### src/rtl/alu_seq_ctrl_if.sv
// alu_seq_ctrl bus: request ports, ALU drive/return and response handshake.
// master = sequencer side, slave = the requesters, ALU and response consumer.
interface alu_seq_ctrl_if;
    logic [1:0]  req_valid;
    logic [1:0]  req_ready;
    logic [31:0] req0_dat1;
    logic [31:0] req0_dat2;
    logic [4:0]  req0_instr;
    logic [31:0] req1_dat1;
    logic [31:0] req1_dat2;
    logic [4:0]  req1_instr;

    logic        alu_dat_ready;
    logic [31:0] alu_dat1;
    logic [31:0] alu_dat2;
    logic [4:0]  alu_instr;
    logic        alu_ready;
    logic [31:0] alu_out;
    logic        alu_overflow;
    logic        alu_con_met;
    logic        alu_zero;

    logic        rsp_valid;
    logic        rsp_ready;
    logic        rsp_id;
    logic [31:0] rsp_out;
    logic [3:0]  rsp_flags;

    modport master (
        input  req_valid, req0_dat1, req0_dat2, req0_instr,
        input  req1_dat1, req1_dat2, req1_instr,
        output req_ready,
        output alu_dat_ready, alu_dat1, alu_dat2, alu_instr,
        input  alu_ready, alu_out, alu_overflow, alu_con_met, alu_zero,
        output rsp_valid, rsp_id, rsp_out, rsp_flags,
        input  rsp_ready
    );

    modport slave (
        output req_valid, req0_dat1, req0_dat2, req0_instr,
        output req1_dat1, req1_dat2, req1_instr,
        input  req_ready,
        input  alu_dat_ready, alu_dat1, alu_dat2, alu_instr,
        output alu_ready, alu_out, alu_overflow, alu_con_met, alu_zero,
        input  rsp_valid, rsp_id, rsp_out, rsp_flags,
        output rsp_ready
    );
endinterface

### src/rtl/alu_seq_ctrl.sv
// Round-robin two-port sequencer in front of the ALU with watchdog timeout.
// Define ALU_SEQ_PERF_EN to add the perf_ops / perf_wait counters.
module alu_seq_ctrl #(
    parameter int unsigned TIMEOUT_CYCLES = 8,
    parameter int unsigned MAX_OPCODE     = 15
) (
    input  logic           soc_clk,
    input  logic           reset,
    alu_seq_ctrl_if.master bus
`ifdef ALU_SEQ_PERF_EN
    ,
    output logic [31:0]    perf_ops,
    output logic [31:0]    perf_wait
`endif
);

    localparam logic [1:0] S_IDLE = 2'd0;
    localparam logic [1:0] S_WAIT = 2'd1;
    localparam logic [1:0] S_RESP = 2'd2;

    localparam logic [31:0] MAX_OP   = MAX_OPCODE;
    localparam logic [7:0]  TMO_LAST = 8'(TIMEOUT_CYCLES - 1);

    logic [1:0]  state;
    logic        last_grant;
    logic [7:0]  tmo_cnt;
    logic [31:0] op_dat1;
    logic [31:0] op_dat2;
    logic [4:0]  op_instr;
    logic        rsp_id_q;
    logic [31:0] rsp_out_q;
    logic [3:0]  rsp_flags_q;

    logic        gnt;
    logic [1:0]  gnt_oh;
    logic        take;
    logic        bad_op;
    logic        tmo_hit;
    logic        rsp_fire;
    logic [31:0] sel_dat1;
    logic [31:0] sel_dat2;
    logic [4:0]  sel_instr;

    // Contested cycles go to the port that did not win last time.
    always_comb begin
        gnt = bus.req_valid[1];
        if (&bus.req_valid) gnt = ~last_grant;
        gnt_oh = 2'b00;
        if (state == S_IDLE && !reset && |bus.req_valid)
            gnt_oh = gnt ? 2'b10 : 2'b01;
        sel_dat1  = gnt ? bus.req1_dat1  : bus.req0_dat1;
        sel_dat2  = gnt ? bus.req1_dat2  : bus.req0_dat2;
        sel_instr = gnt ? bus.req1_instr : bus.req0_instr;
    end

    assign take     = |gnt_oh;
    assign bad_op   = {27'd0, sel_instr} > MAX_OP;
    assign tmo_hit  = tmo_cnt == TMO_LAST;
    assign rsp_fire = (state == S_RESP) && bus.rsp_ready;

    assign bus.req_ready     = gnt_oh;
    assign bus.alu_dat_ready = (state == S_WAIT) && !reset;
    assign bus.alu_dat1      = op_dat1;
    assign bus.alu_dat2      = op_dat2;
    assign bus.alu_instr     = op_instr;
    assign bus.rsp_valid     = state == S_RESP;
    assign bus.rsp_id        = rsp_id_q;
    assign bus.rsp_out       = rsp_out_q;
    assign bus.rsp_flags     = rsp_flags_q;

    always_ff @(posedge soc_clk) begin
        if (reset) begin
            state       <= S_IDLE;
            last_grant  <= 1'b1;
            tmo_cnt     <= 8'd0;
            op_dat1     <= 32'd0;
            op_dat2     <= 32'd0;
            op_instr    <= 5'd0;
            rsp_id_q    <= 1'b0;
            rsp_out_q   <= 32'd0;
            rsp_flags_q <= 4'd0;
        end else begin
            unique case (state)
                S_IDLE: begin
                    if (take) begin
                        last_grant <= gnt;
                        rsp_id_q   <= gnt;
                        // Illegal codes are answered without touching the ALU.
                        if (bad_op) begin
                            state       <= S_RESP;
                            rsp_out_q   <= 32'd0;
                            rsp_flags_q <= 4'b1000;
                        end else begin
                            state    <= S_WAIT;
                            op_dat1  <= sel_dat1;
                            op_dat2  <= sel_dat2;
                            op_instr <= sel_instr;
                        end
                    end
                end
                S_WAIT: begin
                    if (bus.alu_ready) begin
                        state       <= S_RESP;
                        tmo_cnt     <= 8'd0;
                        rsp_out_q   <= bus.alu_out;
                        rsp_flags_q <= {1'b0, bus.alu_overflow,
                                        bus.alu_con_met, bus.alu_zero};
                    end else if (tmo_hit) begin
                        state       <= S_RESP;
                        tmo_cnt     <= 8'd0;
                        rsp_out_q   <= 32'd0;
                        rsp_flags_q <= 4'b1000;
                    end else begin
                        tmo_cnt <= tmo_cnt + 8'd1;
                    end
                end
                S_RESP: begin
                    if (bus.rsp_ready) state <= S_IDLE;
                end
                default: state <= S_IDLE;
            endcase
        end
    end

`ifdef ALU_SEQ_PERF_EN
    always_ff @(posedge soc_clk) begin
        if (reset) begin
            perf_ops  <= 32'd0;
            perf_wait <= 32'd0;
        end else begin
            if (rsp_fire) perf_ops <= perf_ops + 32'd1;
            if (state == S_WAIT) perf_wait <= perf_wait + 32'd1;
        end
    end
`endif

endmodule

### src/flat_wrapper.sv
// flat-port wrapper written by rule: the top's interface ports become plain ports
module alu_seq_ctrl_flat 
#(
    parameter int unsigned TIMEOUT_CYCLES = 8,
    parameter int unsigned MAX_OPCODE     = 15
)
  (soc_clk, reset, bus_req_valid, bus_req0_dat1, bus_req0_dat2, bus_req0_instr, bus_req1_dat1, bus_req1_dat2, bus_req1_instr, bus_req_ready, bus_alu_dat_ready, bus_alu_dat1, bus_alu_dat2, bus_alu_instr, bus_alu_ready, bus_alu_out, bus_alu_overflow, bus_alu_con_met, bus_alu_zero, bus_rsp_valid, bus_rsp_id, bus_rsp_out, bus_rsp_flags, bus_rsp_ready);
  alu_seq_ctrl_if bus_i ();
  input  logic soc_clk;
  input  logic reset;
  input wire logic [$bits(bus_i.req_valid)-1:0] bus_req_valid;
  input wire logic [$bits(bus_i.req0_dat1)-1:0] bus_req0_dat1;
  input wire logic [$bits(bus_i.req0_dat2)-1:0] bus_req0_dat2;
  input wire logic [$bits(bus_i.req0_instr)-1:0] bus_req0_instr;
  input wire logic [$bits(bus_i.req1_dat1)-1:0] bus_req1_dat1;
  input wire logic [$bits(bus_i.req1_dat2)-1:0] bus_req1_dat2;
  input wire logic [$bits(bus_i.req1_instr)-1:0] bus_req1_instr;
  output wire logic [$bits(bus_i.req_ready)-1:0] bus_req_ready;
  output wire logic [$bits(bus_i.alu_dat_ready)-1:0] bus_alu_dat_ready;
  output wire logic [$bits(bus_i.alu_dat1)-1:0] bus_alu_dat1;
  output wire logic [$bits(bus_i.alu_dat2)-1:0] bus_alu_dat2;
  output wire logic [$bits(bus_i.alu_instr)-1:0] bus_alu_instr;
  input wire logic [$bits(bus_i.alu_ready)-1:0] bus_alu_ready;
  input wire logic [$bits(bus_i.alu_out)-1:0] bus_alu_out;
  input wire logic [$bits(bus_i.alu_overflow)-1:0] bus_alu_overflow;
  input wire logic [$bits(bus_i.alu_con_met)-1:0] bus_alu_con_met;
  input wire logic [$bits(bus_i.alu_zero)-1:0] bus_alu_zero;
  output wire logic [$bits(bus_i.rsp_valid)-1:0] bus_rsp_valid;
  output wire logic [$bits(bus_i.rsp_id)-1:0] bus_rsp_id;
  output wire logic [$bits(bus_i.rsp_out)-1:0] bus_rsp_out;
  output wire logic [$bits(bus_i.rsp_flags)-1:0] bus_rsp_flags;
  input wire logic [$bits(bus_i.rsp_ready)-1:0] bus_rsp_ready;
  assign bus_i.req_valid = bus_req_valid;
  assign bus_i.req0_dat1 = bus_req0_dat1;
  assign bus_i.req0_dat2 = bus_req0_dat2;
  assign bus_i.req0_instr = bus_req0_instr;
  assign bus_i.req1_dat1 = bus_req1_dat1;
  assign bus_i.req1_dat2 = bus_req1_dat2;
  assign bus_i.req1_instr = bus_req1_instr;
  assign bus_req_ready = bus_i.req_ready;
  assign bus_alu_dat_ready = bus_i.alu_dat_ready;
  assign bus_alu_dat1 = bus_i.alu_dat1;
  assign bus_alu_dat2 = bus_i.alu_dat2;
  assign bus_alu_instr = bus_i.alu_instr;
  assign bus_i.alu_ready = bus_alu_ready;
  assign bus_i.alu_out = bus_alu_out;
  assign bus_i.alu_overflow = bus_alu_overflow;
  assign bus_i.alu_con_met = bus_alu_con_met;
  assign bus_i.alu_zero = bus_alu_zero;
  assign bus_rsp_valid = bus_i.rsp_valid;
  assign bus_rsp_id = bus_i.rsp_id;
  assign bus_rsp_out = bus_i.rsp_out;
  assign bus_rsp_flags = bus_i.rsp_flags;
  assign bus_i.rsp_ready = bus_rsp_ready;
  alu_seq_ctrl #(.TIMEOUT_CYCLES(TIMEOUT_CYCLES), .MAX_OPCODE(MAX_OPCODE)) u_core (.soc_clk(soc_clk), .reset(reset), .bus(bus_i));
endmodule
### config.mk
export PLATFORM = sky130hd
export DESIGN_NAME = alu_seq_ctrl_flat
export DESIGN_NICKNAME = d
export VERILOG_FILES = /design/src/rtl/alu_seq_ctrl_if.sv /design/src/rtl/alu_seq_ctrl.sv /design/src/flat_wrapper.sv
export SDC_FILE = /design/constraint.sdc
export NUM_CORES = 1
export LEC_CHECK = 0
export ABC_AREA = 1
export ABC_CLOCK_PERIOD_IN_PS = 1400
export CAP_MARGIN = 10
export CORE_UTILIZATION = 37
export CTS_BUF_LIST = sky130_fd_sc_hd__clkbuf_8
export DETAILED_ROUTE_END_ITERATION = 6
export PLACE_DENSITY = 0.83
export SLEW_MARGIN = 20
export SYNTH_ARGS = -nofsm -noshare
export SYNTH_HDL_FRONTEND = slang
export SYNTH_SLANG_ARGS = --single-unit
### constraint.sdc
create_clock -name soc_clk -period 1.4 [get_ports soc_clk]
set_input_delay 0.14 -clock soc_clk [delete_from_list [all_inputs] [get_ports soc_clk]]
set_output_delay 0.14 -clock soc_clk [all_outputs]
set_load 0.005 [all_outputs]
==> results of run 1 <==
worst max path at each step:
stage | cells past startpoint | endpoint | start | slack [ns]
2_1_floorplan | 8 | u_core.bus.rsp_out[10] | u_core.tmo_cnt[0] | -0.0003
3_3_place_gp | 8 | bus_req_ready[1] | bus_req_valid[1] | -0.42
3_5_place_dp | 10 | u_core.bus.rsp_out[29] | bus_req_valid[0] | -0.44
4_1_cts | 6 | bus_req_ready[0] | u_core.state[0] | -0.19
5_1_grt | 13 | u_core.bus.rsp_out[18] | u_core.state[1] | -0.33
6_report | 11 | u_core.bus.rsp_out[27] | u_core.state[1] | -0.24
stage by stage:
stage	setup slack (ns)	cells
2_1_floorplan	-0.000251	877
3_3_place_gp	-0.421	1341
3_5_place_dp	-0.440	1341
4_1_cts	-0.190	1409
5_1_grt	-0.331	1419
6_report	-0.236	1419
critical path, delay by kind of cell, from the launching register on:
family	cells	cell delay [ns]
and+or+nand+nor	5	0.45
buffers and inverters	5	0.66
AOI/OAI and AO/OA	1	0.06
DFF	1	0.36
power by group:
part | switching, mW | internal, mW
registers | 0.202 | 3.74
logic | 1.78 | 2.06
clock network | 1.58 | 2.01
total | 3.56 | 7.80
per-layer routing:
layer  up-vias  wire length, µm
li1       3403                -
met1      3228             8610
met2       330            11900
met3        69             2220
met4         2              863
met5         -               13
synth_stat cells, drive strengths merged:
cell type,count
inv,30
mux2i,3
nor2,235
nand2,313
nand3b,1
a21oi,10
a211oi,1
ha,1
a31o,1
o21ai,78
buf,37
o21bai,1
nand3,27
nor3,1
and3,1
clkinv,1
clkbuf,19
dfxtp,117
state kept, by name, indices dropped and copies added (netlist names):
name and flops:
u_core.bus.alu_dat1 32, u_core.bus.alu_dat2 32, u_core.bus.rsp_out 32, u_core.tmo_cnt 8
u_core.bus.alu_instr 5, u_core.bus.rsp_flags 4, u_core.state 2, u_core.bus.rsp_id 1
u_core.last_grant 1
cells by family after synthesis:
logic type | count (synthesis) | synth area share
AND/OR/NAND/NOR | 578 | 0.409
flip-flops | 117 | 0.425
AO/OA/AOI/OAI | 91 | 0.0848
buffers and inverters | 87 | 0.0737
multiplexers | 3 | 0.00544
adder cells (fa/ha/maj) | 1 | 0.00227
cell usage in the layout, fill, tap and decap left out, types with 18 or more instances in the layout:
master	Yosys	final
dlymetal6s2s_1	0	36
nand2_1	309	297
nor2_4	4	24
inv_1	26	23
nor2_2	2	40
clkdlybuf4s50_1	0	178
o21ai_1	21	30
buf_4	3	50
nand3_1	27	19
dfxtp_1	117	94
o21ai_0	56	46
dlygate4sd2_1	0	70
dfxtp_2	0	21
nor2_1	229	171
clkbuf_8	0	18
layout make-up:
class / instances / area [µm²]
repair buffers: 380 / 4110
diodes: 1 / 2.50
clock inverters: 14 / 200
repair inverters: 1 / 6.26
flip-flops and latches: 117 / 2380
multi-input cells: 673 / 3150
fillers: 1058 / 4070
clock buffers: 18 / 248
well taps: 184 / 230
inverters: 31 / 131
repair_timing:
item                                    CTS  global route
gates cloned                             13             6
gates resized for setup                 195           104
pin swaps                                14            33
endpoints found under the setup margin  217           150
buffers inserted                         25             8
==> metrics.md, run 1 <==
| Metric | Value |
|---|---|
| CTS Buf Count | `17` |
| WL final | `23600 µm` |
| Full die area | `15400 µm²` |
| Finish-stage setup viols | `114` |
| All-layer global routing usage | `0.281` |
| Initial Utilization | `0.379` |
| WL per Instance | `16.6 µm` |
| Startpoint Class | `register` |
| Synth Area per Inst | `6.29 µm²` |
| Count of input and output buffers | `288` |
| Placed Area | `8860 µm²` |
| FF-to-FF End | `u_core.bus.rsp_out[27]` |
| GR Util met3 | `0.103` |
| Leakage power | `5.50 nW` |
| Hold Crit Start | `bus_req1_instr[1]` |
| Class of the worst hold path | `in -> reg` |
| Synth top area cells | `dfxtp_1, nand2_1, nor2_1` |
| Drt via density | `4.96` |
| Fin area | `10500 µm²` |
| Skew-Pair Late Insertion Delay | `0.46 ns` |
| Post-CTS Hold Buffers | `0` |
| Critical path capture point type | `register` |
| Area growth syn-to-layout | `89.7%` |
| Synth cell types | `28` |
| DRT iter0 DRCs | `445` |
| Fmax | `0.611 GHz` |
| Yosys top cell area share | `0.425` |
| Worst r2r src | `u_core.state[1]` |
| Total power draw | `11.4 mW` |
| Failing checks | `setup timing` |
| Min-Delay Path Depth | `3` |
| CTS Sinks | `117` |
| Row count | `44` |
| Core area | `14500 µm²` |
| Crit-path max FO | `6` |
| Initial antenna violation count | `2` |
| Final HPWL DP | `13100 µm` |
| Max cap viols | `0` |
| NumNets Final | `1401` |
| Setup CP Type | `reg -> reg` |
| Syn Nets | `1057` |
| Outcome | `finished, violations left` |
| Reg-to-reg slack, setup | `-0.24 ns` |
| Final hold slack | `0.319 ns` |
| Period minus WS final | `1.64 ns` |
| Fin crit share | `1.17` |
| FF+latch count, synth | `117` |
| Pins over their slew limit | `0` |
| DRC Markers | `0` |
| Vias | `7032` |
| Vias in the first global route | `6669` |
| Sequential-to-total area share from yosys stat | `0.425` |
| Slowest CP cell | `dfxtp_4` |
| Peak supply drop | `0.000826 V` |
| Mapped Cells | `877` |
| Post-Syn Area | `5520 µm²` |
| Worst-case reg-to-reg path depth | `11` |
| Setup_tns | `-18.71 ns` |
| Final core occ | `0.720` |
| CTS max path bufs | `2` |
| Worst-margin pin slew | `0.279 ns` |
| First-pass GRT wire length | `32800 µm` |
| Crit path top cell by count | `buf_4` |
| Area leader, netlist | `dfxtp_1` |
| H-tree depth | `4` |
| Overall die height | `124 µm` |
| Worst setup margin | `-0.236 ns` |
| Fraction of layout cells with a size suffix above 1 | `0.206` |
| First drt pass iteration count | `5` |
| Placer Congestion | `0.834` |
| Final antenna-violating net count | `0` |
| Largest net degree at the start of global routing | `59` |
| Crit-path cells | `nor2_4 > buf_4 > nand3_4 > buf_4 > o21ai_2 > nor2_2 > buf_6 > buf_4 > buf_12 > nor2_1 > nor2_1` |
| RSZ-0062 raised after global routing | `true` |
| Die width | `124 µm` |
| Clk pin slew, worst setup/hold paths | `0.08 ns` |
| Fin. Hold Viols | `0` |
| Clk root buf | `clkbuf_8` |
| Synth warn | `0` |
| Setup Skew | `0.0126 ns` |
| Hold endpoint | `u_core.bus.alu_instr[1]` |
| CP Data Arrival Time | `1.98 ns` |
| Crit-path max cell delay | `0.36 ns` |
| I/O Pins | `289` |
| CTS tree | `built` |
| Gr busiest metal | `met2` |
| Pwr per Cell Area | `1090 nW/µm²` |
| Met1 Use GR | `0.290` |
| Worst slew margin | `0.813` |
| Grt ovf | `0` |
| GRT met2 Usage | `0.497` |
| Critical Path RT | `1.74 ns` |
No activity file was read; power rests on OpenSTA's default activity.
==> inputs of run 2 (changes only) <==
--- a/config.mk
+++ b/config.mk
@@ -10,6 +10,7 @@
 export CAP_MARGIN = 10
 export CORE_UTILIZATION = 37
 export CTS_BUF_LIST = sky130_fd_sc_hd__clkbuf_8
+export CTS_CLUSTER_SIZE = 14
 export DETAILED_ROUTE_END_ITERATION = 6
 export PLACE_DENSITY = 0.83
 export SLEW_MARGIN = 20
==> results of run 2 <==
Same layout as run 1: the final DEF is identical, and so are final timing and power.
